## config.mk

```make
export PLATFORM = sky130hd
export DESIGN_NAME = ncsp_mash_combiner
export DESIGN_NICKNAME = d
export VERILOG_FILES = /design/src/rtl/ncsp_mash_pkg.sv /design/src/rtl/ncsp_mash_cancel.sv /design/src/rtl/ncsp_mash_combiner.sv
export SDC_FILE = /design/constraint.sdc
export NUM_CORES = 1
export LEC_CHECK = 0
export CORE_UTILIZATION = 37
export CTS_CLUSTER_DIAMETER = 40
export DETAILED_ROUTE_END_ITERATION = 8
export PLACE_DENSITY = 0.61
export SLEW_MARGIN = 10
export SYNTH_ARGS = -nofsm -noshare
export SYNTH_HDL_FRONTEND = slang
export SYNTH_SLANG_ARGS = --single-unit
```

## constraint.sdc

```tcl
create_clock -name i_clk -period 2.2 [get_ports i_clk]
set_clock_uncertainty 0.05 [all_clocks]
set_input_delay 0.33 -clock i_clk [delete_from_list [all_inputs] [get_ports i_clk]]
set_output_delay 0.33 -clock i_clk [all_outputs]
set_load 0.05 [all_outputs]
```

## src/rtl/ncsp_mash_pkg.sv

```systemverilog
// Shared constants for the MASH combiner: offset width and order encodings.
package ncsp_mash_pkg;

   // Width of the signed noise-shaped offset; covers the order-3 range [-3, 4].
   localparam int unsigned OFFSET_W = 4;

   // Cancellation order selector; the zero code behaves like first order.
   typedef enum logic [1:0] {
      ORDER_DEF = 2'd0,
      ORDER1    = 2'd1,
      ORDER2    = 2'd2,
      ORDER3    = 2'd3
   } order_e;

endpackage

```

## src/rtl/ncsp_mash_cancel.sv

```systemverilog
// MASH carry history and cancellation network producing the signed offset.
module ncsp_mash_cancel
   import ncsp_mash_pkg::*;
(
   input  logic                i_clk,
   input  logic                i_rst,
   input  logic                i_accept,
   input  logic [1:0]          i_order,
   input  logic                i_q1,
   input  logic                i_q2,
   input  logic                i_q3,
   output logic [OFFSET_W-1:0] o_offset
);

   logic                r_q2d;
   logic                r_q3d;
   logic                r_q3dd;
   logic [OFFSET_W-1:0] w_t1;
   logic [OFFSET_W-1:0] w_t2;
   logic [OFFSET_W-1:0] w_t3;

   // Carry history advances only on accepted triples, independent of the order.
   always_ff @(posedge i_clk) begin
      if (i_rst) begin
         r_q2d  <= 1'b0;
         r_q3d  <= 1'b0;
         r_q3dd <= 1'b0;
      end else if (i_accept) begin
         r_q2d  <= i_q2;
         r_q3d  <= i_q3;
         r_q3dd <= r_q3d;
      end
   end

   // Differentiated carries summed in 4-bit two's complement; every order's range fits.
   always_comb begin
      w_t1 = {3'b000, i_q1};
      w_t2 = {3'b000, i_q2} - {3'b000, r_q2d};
      w_t3 = {3'b000, i_q3} - {2'b00, r_q3d, 1'b0} + {3'b000, r_q3dd};
      case (order_e'(i_order))
         ORDER2:  o_offset = w_t1 + w_t2;
         ORDER3:  o_offset = w_t1 + w_t2 + w_t3;
         default: o_offset = w_t1;
      endcase
   end

endmodule

```

## src/rtl/ncsp_mash_combiner.sv

```systemverilog
// MASH 1-1-1 combiner: cancellation, two-stage pipeline, clamp and sticky saturation.
module ncsp_mash_combiner
   import ncsp_mash_pkg::*;
#(
   parameter int unsigned P_DATA_WIDTH = 8
) (
   input  logic                    i_clk,
   input  logic                    i_rst,
   input  logic [1:0]              i_order,
   input  logic [P_DATA_WIDTH-1:0] i_int_div,
   input  logic                    i_q_valid,
   output logic                    o_q_ready,
   input  logic                    i_quantize1,
   input  logic                    i_quantize2,
   input  logic                    i_quantize3,
   output logic                    o_div_valid,
   input  logic                    i_div_ready,
   output logic [P_DATA_WIDTH-1:0] o_div_value,
   output logic [OFFSET_W-1:0]     o_frac_offset,
   output logic                    o_sat,
   input  logic                    i_sat_clr
);

   localparam int unsigned SUM_W = P_DATA_WIDTH + 2;

   logic                    r_s1_valid;
   logic [OFFSET_W-1:0]     r_s1_off;
   logic [P_DATA_WIDTH-1:0] r_s1_int;
   logic                    r_s2_valid;
   logic [OFFSET_W-1:0]     r_s2_off;
   logic [P_DATA_WIDTH-1:0] r_s2_val;
   logic                    r_sat;

   logic                    w_s2_load;
   logic                    w_q_ready;
   logic                    w_accept;
   logic [OFFSET_W-1:0]     w_offset;
   logic [SUM_W-1:0]        w_off_ext;
   logic [SUM_W-1:0]        w_sum;
   logic                    w_neg;
   logic                    w_ovf;
   logic [P_DATA_WIDTH-1:0] w_clamped;

   ncsp_mash_cancel u_cancel (
      .i_clk    (i_clk),
      .i_rst    (i_rst),
      .i_accept (w_accept),
      .i_order  (i_order),
      .i_q1     (i_quantize1),
      .i_q2     (i_quantize2),
      .i_q3     (i_quantize3),
      .o_offset (w_offset)
   );

   // Handshake: S2 refills when empty or drained; S1 moves on the same condition.
   always_comb begin
      w_s2_load = !r_s2_valid | i_div_ready;
      w_q_ready = !i_rst & (!r_s1_valid | w_s2_load);
      w_accept  = i_q_valid & w_q_ready;
   end

   // Sum in two extra bits: top bit flags negative, next bit flags above full scale.
   always_comb begin
      w_off_ext = {{(SUM_W - OFFSET_W){r_s1_off[OFFSET_W-1]}}, r_s1_off};
      w_sum     = {2'b00, r_s1_int} + w_off_ext;
      w_neg     = w_sum[SUM_W-1];
      w_ovf     = !w_neg & w_sum[SUM_W-2];
      if (w_neg) begin
         w_clamped = '0;
      end else if (w_ovf) begin
         w_clamped = '1;
      end else begin
         w_clamped = w_sum[P_DATA_WIDTH-1:0];
      end
   end

   // Stage S1 captures the offset and integer word of each accepted triple.
   always_ff @(posedge i_clk) begin
      if (i_rst) begin
         r_s1_valid <= 1'b0;
         r_s1_off   <= '0;
         r_s1_int   <= '0;
      end else if (w_s2_load | !r_s1_valid) begin
         r_s1_valid <= w_accept;
         if (w_accept) begin
            r_s1_off <= w_offset;
            r_s1_int <= i_int_div;
         end
      end
   end

   // Stage S2 holds the clamped divide value and its unclamped offset.
   always_ff @(posedge i_clk) begin
      if (i_rst) begin
         r_s2_valid <= 1'b0;
         r_s2_off   <= '0;
         r_s2_val   <= '0;
      end else if (w_s2_load) begin
         r_s2_valid <= r_s1_valid;
         if (r_s1_valid) begin
            r_s2_off <= r_s1_off;
            r_s2_val <= w_clamped;
         end
      end
   end

   // Sticky saturation; a clamp loading S2 takes priority over a clear.
   always_ff @(posedge i_clk) begin
      if (i_rst) begin
         r_sat <= 1'b0;
      end else if (w_s2_load & r_s1_valid & (w_neg | w_ovf)) begin
         r_sat <= 1'b1;
      end else if (i_sat_clr) begin
         r_sat <= 1'b0;
      end
   end

   // Outputs forced to their idle values for as long as reset is held.
   always_comb begin
      o_q_ready     = w_q_ready;
      o_div_valid   = r_s2_valid & !i_rst;
      o_div_value   = i_rst ? '0 : r_s2_val;
      o_frac_offset = i_rst ? '0 : r_s2_off;
      o_sat         = r_sat & !i_rst;
   end

endmodule

```

==> results of run 1 <==
[metal layers]
metal | global-route usage [%] | vias up
met1 | 22.95 | 662
met2 | 23.27 | 30
met3 | 5.139 | 2
li1 | - | 789
met5 | 0 | -
met4 | 6.536 | 0
[critical path, delay by kind of cell (launching register included)]
family        cells  cell delay (ns)
xor+xnor          1             0.12
simple gates      2             0.10
mux               1             0.26
buf+inv           2             0.07
fa+ha+maj         4             1.20
flops             1             0.34
[where the power goes]
group | leakage (nW) | switching (W) | total, W | internal [W]
clock | 0.0579 | 0.000211 | 0.000544 | 0.000333
sequential | 0.247 | 0.0000198 | 0.000598 | 0.000578
combinational | 0.775 | 0.000178 | 0.000354 | 0.000176
total | 1.08 | 0.000409 | 0.00150 | 0.00109
[layout make-up]
type                    instances  area [µm²]
well taps                      67       83.83
clock buffers                   5       68.82
multi-input cells             154        1195
clock inverters                 3       40.04
fillers                       437        2127
flip-flops and latches         30       604.3
inverters                      12       57.56
repair buffers                 42       546.8
[logic make-up after synthesis]
logic type / synth area share, %
adders and majority gates: 12.97
buffers and inverters: 5.245
AOI/OAI and AO/OA: 19.39
xor gates and xnor gates: 4.211
and+or+nand+nor: 23.33
DFF: 33.13
muxes: 1.725
[stage by stage]
step	hold slack, ns	worst slack [ns]	instance area (µm²)
after floorplan	0.3746	-0.08914	1864
after global placement	0.3902	-0.7795	2436
after detailed placement	0.3949	-0.8079	2436
after CTS	0.3925	-0.04992	2555
after global routing	0.3966	-0.1292	2596
final	0.4017	-0.05237	2596
[repair_timing]
| action | CTS | global route |
|---|---|---|
| endpoints found under the setup margin | 4 | 12 |
| gates cloned | 0 | 0 |
| buffers inserted | 1 | 0 |
| pin swaps | 6 | 5 |
| resized for setup | 4 | 8 |
[cell usage after synthesis, types with 2 or more instances]
cell and number:
a211oi_1 2, a21oi_1 11, buf_2 2, clkbuf_1 2, clkbuf_8 2, dfxtp_1 30, fa_1 3, ha_1 14
inv_1 12, mux2i_1 2, nand2_1 28, nand2b_1 3, nand3_1 5, nand3b_1 10, nor2_1 14, nor2b_1 15
nor3_1 2, o2111ai_1 2, o211ai_1 2, o21ai_1 2, o22a_1 4, o2bb2ai_1 7, o31ai_1 3, xnor2_1 2
xor2_1 3
[how the worst min path moves through the flow]
stage,startpoint,to,slack [ns],cells past startpoint
final,r_s2_val[5],r_s2_val[5],0.40,2
after global routing,i_quantize2,u_cancel.r_q2d,0.40,3
after CTS,i_quantize2,u_cancel.r_q2d,0.39,3
after detailed placement,r_s2_val[5],r_s2_val[5],0.39,2
after global placement,r_s2_val[7],r_s2_val[7],0.39,2
after floorplan,r_s2_val[5],r_s2_val[5],0.37,2
[state kept, by name (all words and copies together) (netlist names)]
| signal | cells |
|---|---|
| r_s1_valid | 1 |
| r_s1_off | 4 |
| r_s1_int | 8 |
| u_cancel.r_q3d | 1 |
| r_sat | 1 |
| u_cancel.r_q2d | 1 |
| r_s2_val | 8 |
| r_s2_valid | 1 |
| u_cancel.r_q3dd | 1 |
| r_s2_off | 4 |
==> run summary, run 1 <==
Total power - 0.001496 W
Total Wirelength - 3.651 mm
P&R area growth vs syn - 43.20%
Seq/Total Area, Yosys - 33.13%
Final setup fails - 1
Die H - 72 µm
Critical Path, Cell by Cell - ha_4 -> inv_2 -> ha_4 -> inv_2 -> fa_2 -> fa_2 -> xnor2_1 -> mux2_4 -> nand3_2 -> nand2_1
Post-route DRC - 0
Worst-path clk slew - 0.07 ns
Placement row count - 25
Final Max Tran Viols - 0
#FFs+latches synth - 30
Post-synth top flop - dfxtp_1
DR vias/cell - 4.738
Critical path data arrival time - 2.38 ns
Cell Pwr Density - 576.1 nW/µm²
Most frequent cells in the layout - nand2_1, dfxtp_1, clkdlybuf4s50_1
CP Class - reg2reg
Largest net degree at the start of global routing - 19
Critical Path Sink - r_s1_off[2]
TNS Setup - -0.05237 ns
Hold Crit Class - reg2reg
Worst skew pair latency - 0.28 ns
Synth Instances - 203
Commonest non-fill, non-tap cell in the layout - nand2_1
Post-route ant nets - 0
Leak - 1.080 nW
Metal-1 WL - 1.873 mm
Number of inserted diodes - 0
Total CTS buffers - 5
Post-layout min period - 2.252 ns
Syn nets - 238
Asr flop ratio synth - 0%
Crit start category - flop
Synth top area share - 33.13%
Final worst slack - -0.05237 ns
Initial antenna violation count - 0
Worst-Margin Slew - 0.3990 ns
Die Wd - 72 µm
Rel. slew slack - 73.33%
Final period util - 102.4%
Share of cells above drive strength 1 - 24.80%
Final hold vios - 0
Crit end category - flop
Slowest-stage cell, CP - dfxtp_2
Failing checks - setup timing
Placed insts - 304
Cells on worst reg2reg path - 10
Vias in the first global route - 1351
Worst-path fanout max - 2
Core footprint - 4723 µm²
Clock root cell - clkbuf_8
MaxCap Viol Count - 0
Metal2 WL - 1.602 mm
DR WL met3 - 141 µm
Global route overflow - 0
Leading area contributor after synthesis - dfxtp_1
Yosys warns - 0
Synth Cell Area - 1813 µm²
Synth top area cells - dfxtp_1, ha_1, nand2_1, nor2b_1, nand3b_1
Mean post-synth cell area - 8.931 µm²
NumNets Final - 280
Status - finished, violations left
Post-synth EDFFs - 0
Max IR drop VDD - 0.3207 mV
Finished Core Util - 54.97%
DIE AREA - 5184 µm²
Detailed Place HPWL - 2.832 mm
DRT Pass-1 Iters - 4
Via count of the routed design - 1483
Num Clock Sinks - 30
Top Metal Used - met4
First-pass GRT wire length - 6.541 mm
Critical R2R Capture - r_s1_off[2]
Port bufs - 32
Yosys cell types - 46
Starting Density - 38.38%
Wirelength per Cell - 11.66 µm
Clock Tree Buf Depth - 2
H-tree depth - 2
RR Startpoint - u_cancel.r_q2d
CP peak stage delay - 0.34 ns
Required @ worst endpoint - 2.33 ns
IO Pins - 33
GP Congestion - 0.9129
Non-Filler Instances - 313
Maximum operating frequency - 444.0 MHz
GRT Overall Usage - 16.37%
FF-to-FF setup slack - -0.05 ns
TritonCTS clock tree - yes
CTS hold repair buffers - 0
RSZ-0062 raised after global routing - yes
DR iter-0 viols - 63
CP Launch Point - u_cancel.r_q2d
Note: power is estimated with default switching activity, not from simulation.
==> run 2: changes to the inputs <==
--- a/config.mk
+++ b/config.mk
@@ -5,10 +5,11 @@
 export SDC_FILE = /design/constraint.sdc
 export NUM_CORES = 1
 export LEC_CHECK = 0
-export CORE_UTILIZATION = 37
+export CORE_UTILIZATION = 47
 export CTS_CLUSTER_DIAMETER = 40
 export DETAILED_ROUTE_END_ITERATION = 8
-export PLACE_DENSITY = 0.61
+export MAX_ROUTING_LAYER = met4
+export PLACE_DENSITY = 0.75
 export SLEW_MARGIN = 10
 export SYNTH_ARGS = -nofsm -noshare
 export SYNTH_HDL_FRONTEND = slang
==> run 2 against run 1 <==
The flow still finishes with violations (setup timing). Count of clock-buffer cells in the layout increased by 1. Maximum frequency decreased by 1.5%. Register-to-register slack got worse by 0.03 ns. Clock power shrank 16%. Critical path type unchanged. Critical endpoint unchanged. Highest routed layer unchanged.
==> run summary, run 2 (synthesized netlist as in run 1, its figures left out) <==
Clock Tree Buf Depth - 2 (unchanged)
Share of cells above drive strength 1 - 23.27% (-1.5 points)
Hold Crit Class - in2reg
Critical Path, Cell by Cell - ha_4 -> inv_2 -> ha_4 -> inv_2 -> fa_2 -> fa_2 -> xnor2_1 -> mux2_4 -> nand3_2 -> nand2_1
CP Class - reg2reg
MaxCap Viol Count - 0 (unchanged)
Num Clock Sinks - 30 (unchanged)
CP peak stage delay - 0.35 ns (about the same)
Register area - 603.1 µm² (-0.21%)
Largest net degree at the start of global routing - 21 (+2)
Cell Pwr Density - 557.1 nW/µm² (-3.3%)
Max IR drop VDD - 0.4667 mV (+46%)
Status - finished, violations left
Worst hold path cell count - 3 (+1)
Metal2 WL - 1.645 mm (+2.7%)
Failing checks - setup timing
Crit path buf inv count - 2 (unchanged)
IO Pins - 33 (unchanged)
Most frequent cells in the layout - nand2_1, dfxtp_1, clkdlybuf4s50_1
DR WL met3 - 144 µm (+2.1%)
DRT Pass-1 Iters - 4 (unchanged)
Final hold vios - 0 (unchanged)
Wirelength per Cell - 12.31 µm (+5.5%)
Final Max Tran Viols - 0 (unchanged)
Rel. slew slack - 72.05% (-1.3 points)
DR vias/cell - 5.154 (+8.8%)
H-tree depth - 2 (unchanged)
Metal-1 WL - 1.730 mm (-7.6%)
Clock root cell - clkbuf_8
Maximum operating frequency - 437.4 MHz (-1.5%)
Die H - 64.11 µm (-11%)
Vias in the first global route - 1467 (+8.6%)
Top Metal Used - met4
Fillers - 319 (-27%)
Crit end category - flop
Required @ worst endpoint - 2.32 ns (about the same)
Worst-path clk slew - 0.07 ns (about the same)
Post-layout min period - 2.286 ns (+0.03407 ns)
Slowest-stage cell, CP - fa_2
GRT Overall Usage - 20.66% (+4.3 points)
Placement row count - 22 (-12%)
Worst-Margin Slew - 0.4177 ns (+0.01863 ns)
Total stage count of the critical path - 10 (unchanged)
First-pass GRT wire length - 6.382 mm (-2.4%)
Post-route ant nets - 0 (unchanged)
DR iter-0 viols - 70 (+11%)
Detailed Place HPWL - 2.797 mm (-1.2%)
Critical path data arrival time - 2.41 ns (+0.03 ns)
Global route overflow - 0 (unchanged)
Multi-input gate area - 1164 µm² (-2.6%)
Final period util - 103.9% (+1.5 points)
Finished Core Util - 68.11% (+13 points)
Total Wirelength - 3.606 mm (-1.2%)
GP Congestion - 0.8766 (-4.0%)
Setup WS pre-CTS - -0.8327 ns (-0.02476 ns)
CTS hold repair buffers - 0 (unchanged)
Setup bufs post-CTS - 0 (-1)
Crit start category - flop
Port bufs - 32 (unchanged)
Cells on worst reg2reg path - 10 (unchanged)
Worst skew pair latency - 0.28 ns (about the same)
Post-route DRC - 0 (unchanged)
Total CTS buffers - 5 (unchanged)
Starting Density - 49.15% (+11 points)
Core footprint - 3689 µm² (-22%)
Die Wd - 64.11 µm (-11%)
P&R area growth vs syn - 38.58%
Worst-path fanout max - 2 (unchanged)
TritonCTS clock tree - yes
Via count of the routed design - 1510 (+1.8%)
DIE AREA - 4110 µm² (-21%)
Final Instance Area - 2512 µm² (-3.2%)
RSZ-0062 raised after global routing - yes
Biggest regs - r_s1_int: 8 flops, r_s2_val: 8 flops
Cell Area, Placed - 2412 µm² (-0.98%)
NumNets Final - 279 (-0.36%)
Delay-heaviest family, CP - adder cells
Number of inserted diodes - 0 (unchanged)
Final worst slack - -0.08645 ns (-0.03407 ns)
Final setup fails - 1 (unchanged)
Leak - 1.063 nW (-1.6%)
Initial antenna violation count - 0 (unchanged)
run 2: changes by cell type in the layout (fill, tap and decap cells not counted), sizes merged:
| cell | before | now |
|---|---|---|
| clkbuf | 5 | 6 |
| bufinv | 1 | 0 |
| clkdlybuf4s15 | 1 | 0 |
| clkinvlp | 0 | 1 |
| clkinv | 2 | 1 |
run 2: report_power, final:
group / switching [W] / internal (W)
Clock: 0.000207 / 0.000251
Sequential: 0.0000201 / 0.000578
Combinational: 0.000176 / 0.000168
run 2: repair_timing:
item | in CTS | in global routing
hold endpoints to repair | 0 | 0
endpoints found under the setup margin | 4 | 11
pin swaps | 3 | 2
gates resized for setup | 5 | 3
cloned | 0 | 0
run 2: path summary, 6_finish.rpt:
check	startpoint	to	slack (ns)
worst max-delay path	u_cancel.r_q2d	r_s1_off[2]	-0.09
worst min register to register	r_s2_val[5]	r_s2_val[5]	0.40
worst min-delay path	i_quantize2	u_cancel.r_q2d	0.30
worst max register to register	u_cancel.r_q2d	r_s1_off[2]	-0.09
run 2: metal layers:
metal / global-route usage [%] / vias up
li1: - / 782
met1: 26.10 / 679
met2: 31.52 / 39
met5: - / -
met4: 9.444 / 0
met3: 4.464 / 10
run 2: stage by stage:
step	TNS, ns	power, W	hold WS, ns	cells
after floorplan	-0.08914	0.0008260	0.3746	203
after global placement	-2.402	0.0009438	0.3888	285
after detailed placement	-2.589	0.0009521	0.3928	285
after CTS	-0.07128	0.001408	0.2978	293
after global routing	-0.2611	0.001476	0.3077	293
final	-0.08645	0.001400	0.2982	293
run 2: area by class of cell:
type / instances / area share, %
Clock inverter: 2 / 0.4980
Timing Repair Buffer: 41 / 21.22
Multi-Input combinational cell: 154 / 46.31
Tap cell: 48 / 2.390
Inverter: 12 / 2.291
Clock buffer: 6 / 3.287
Sequential cell: 30 / 24.00
run 2: worst reg2reg max path: stages, from the launching register on:
cell	delay (ns)
dfxtp_2	0.34
ha_4	0.26
inv_2	0.04
ha_4	0.25
inv_2	0.03
fa_2	0.35
fa_2	0.35
xnor2_1	0.13
mux2_4	0.26
nand3_2	0.06
nand2_1	0.06
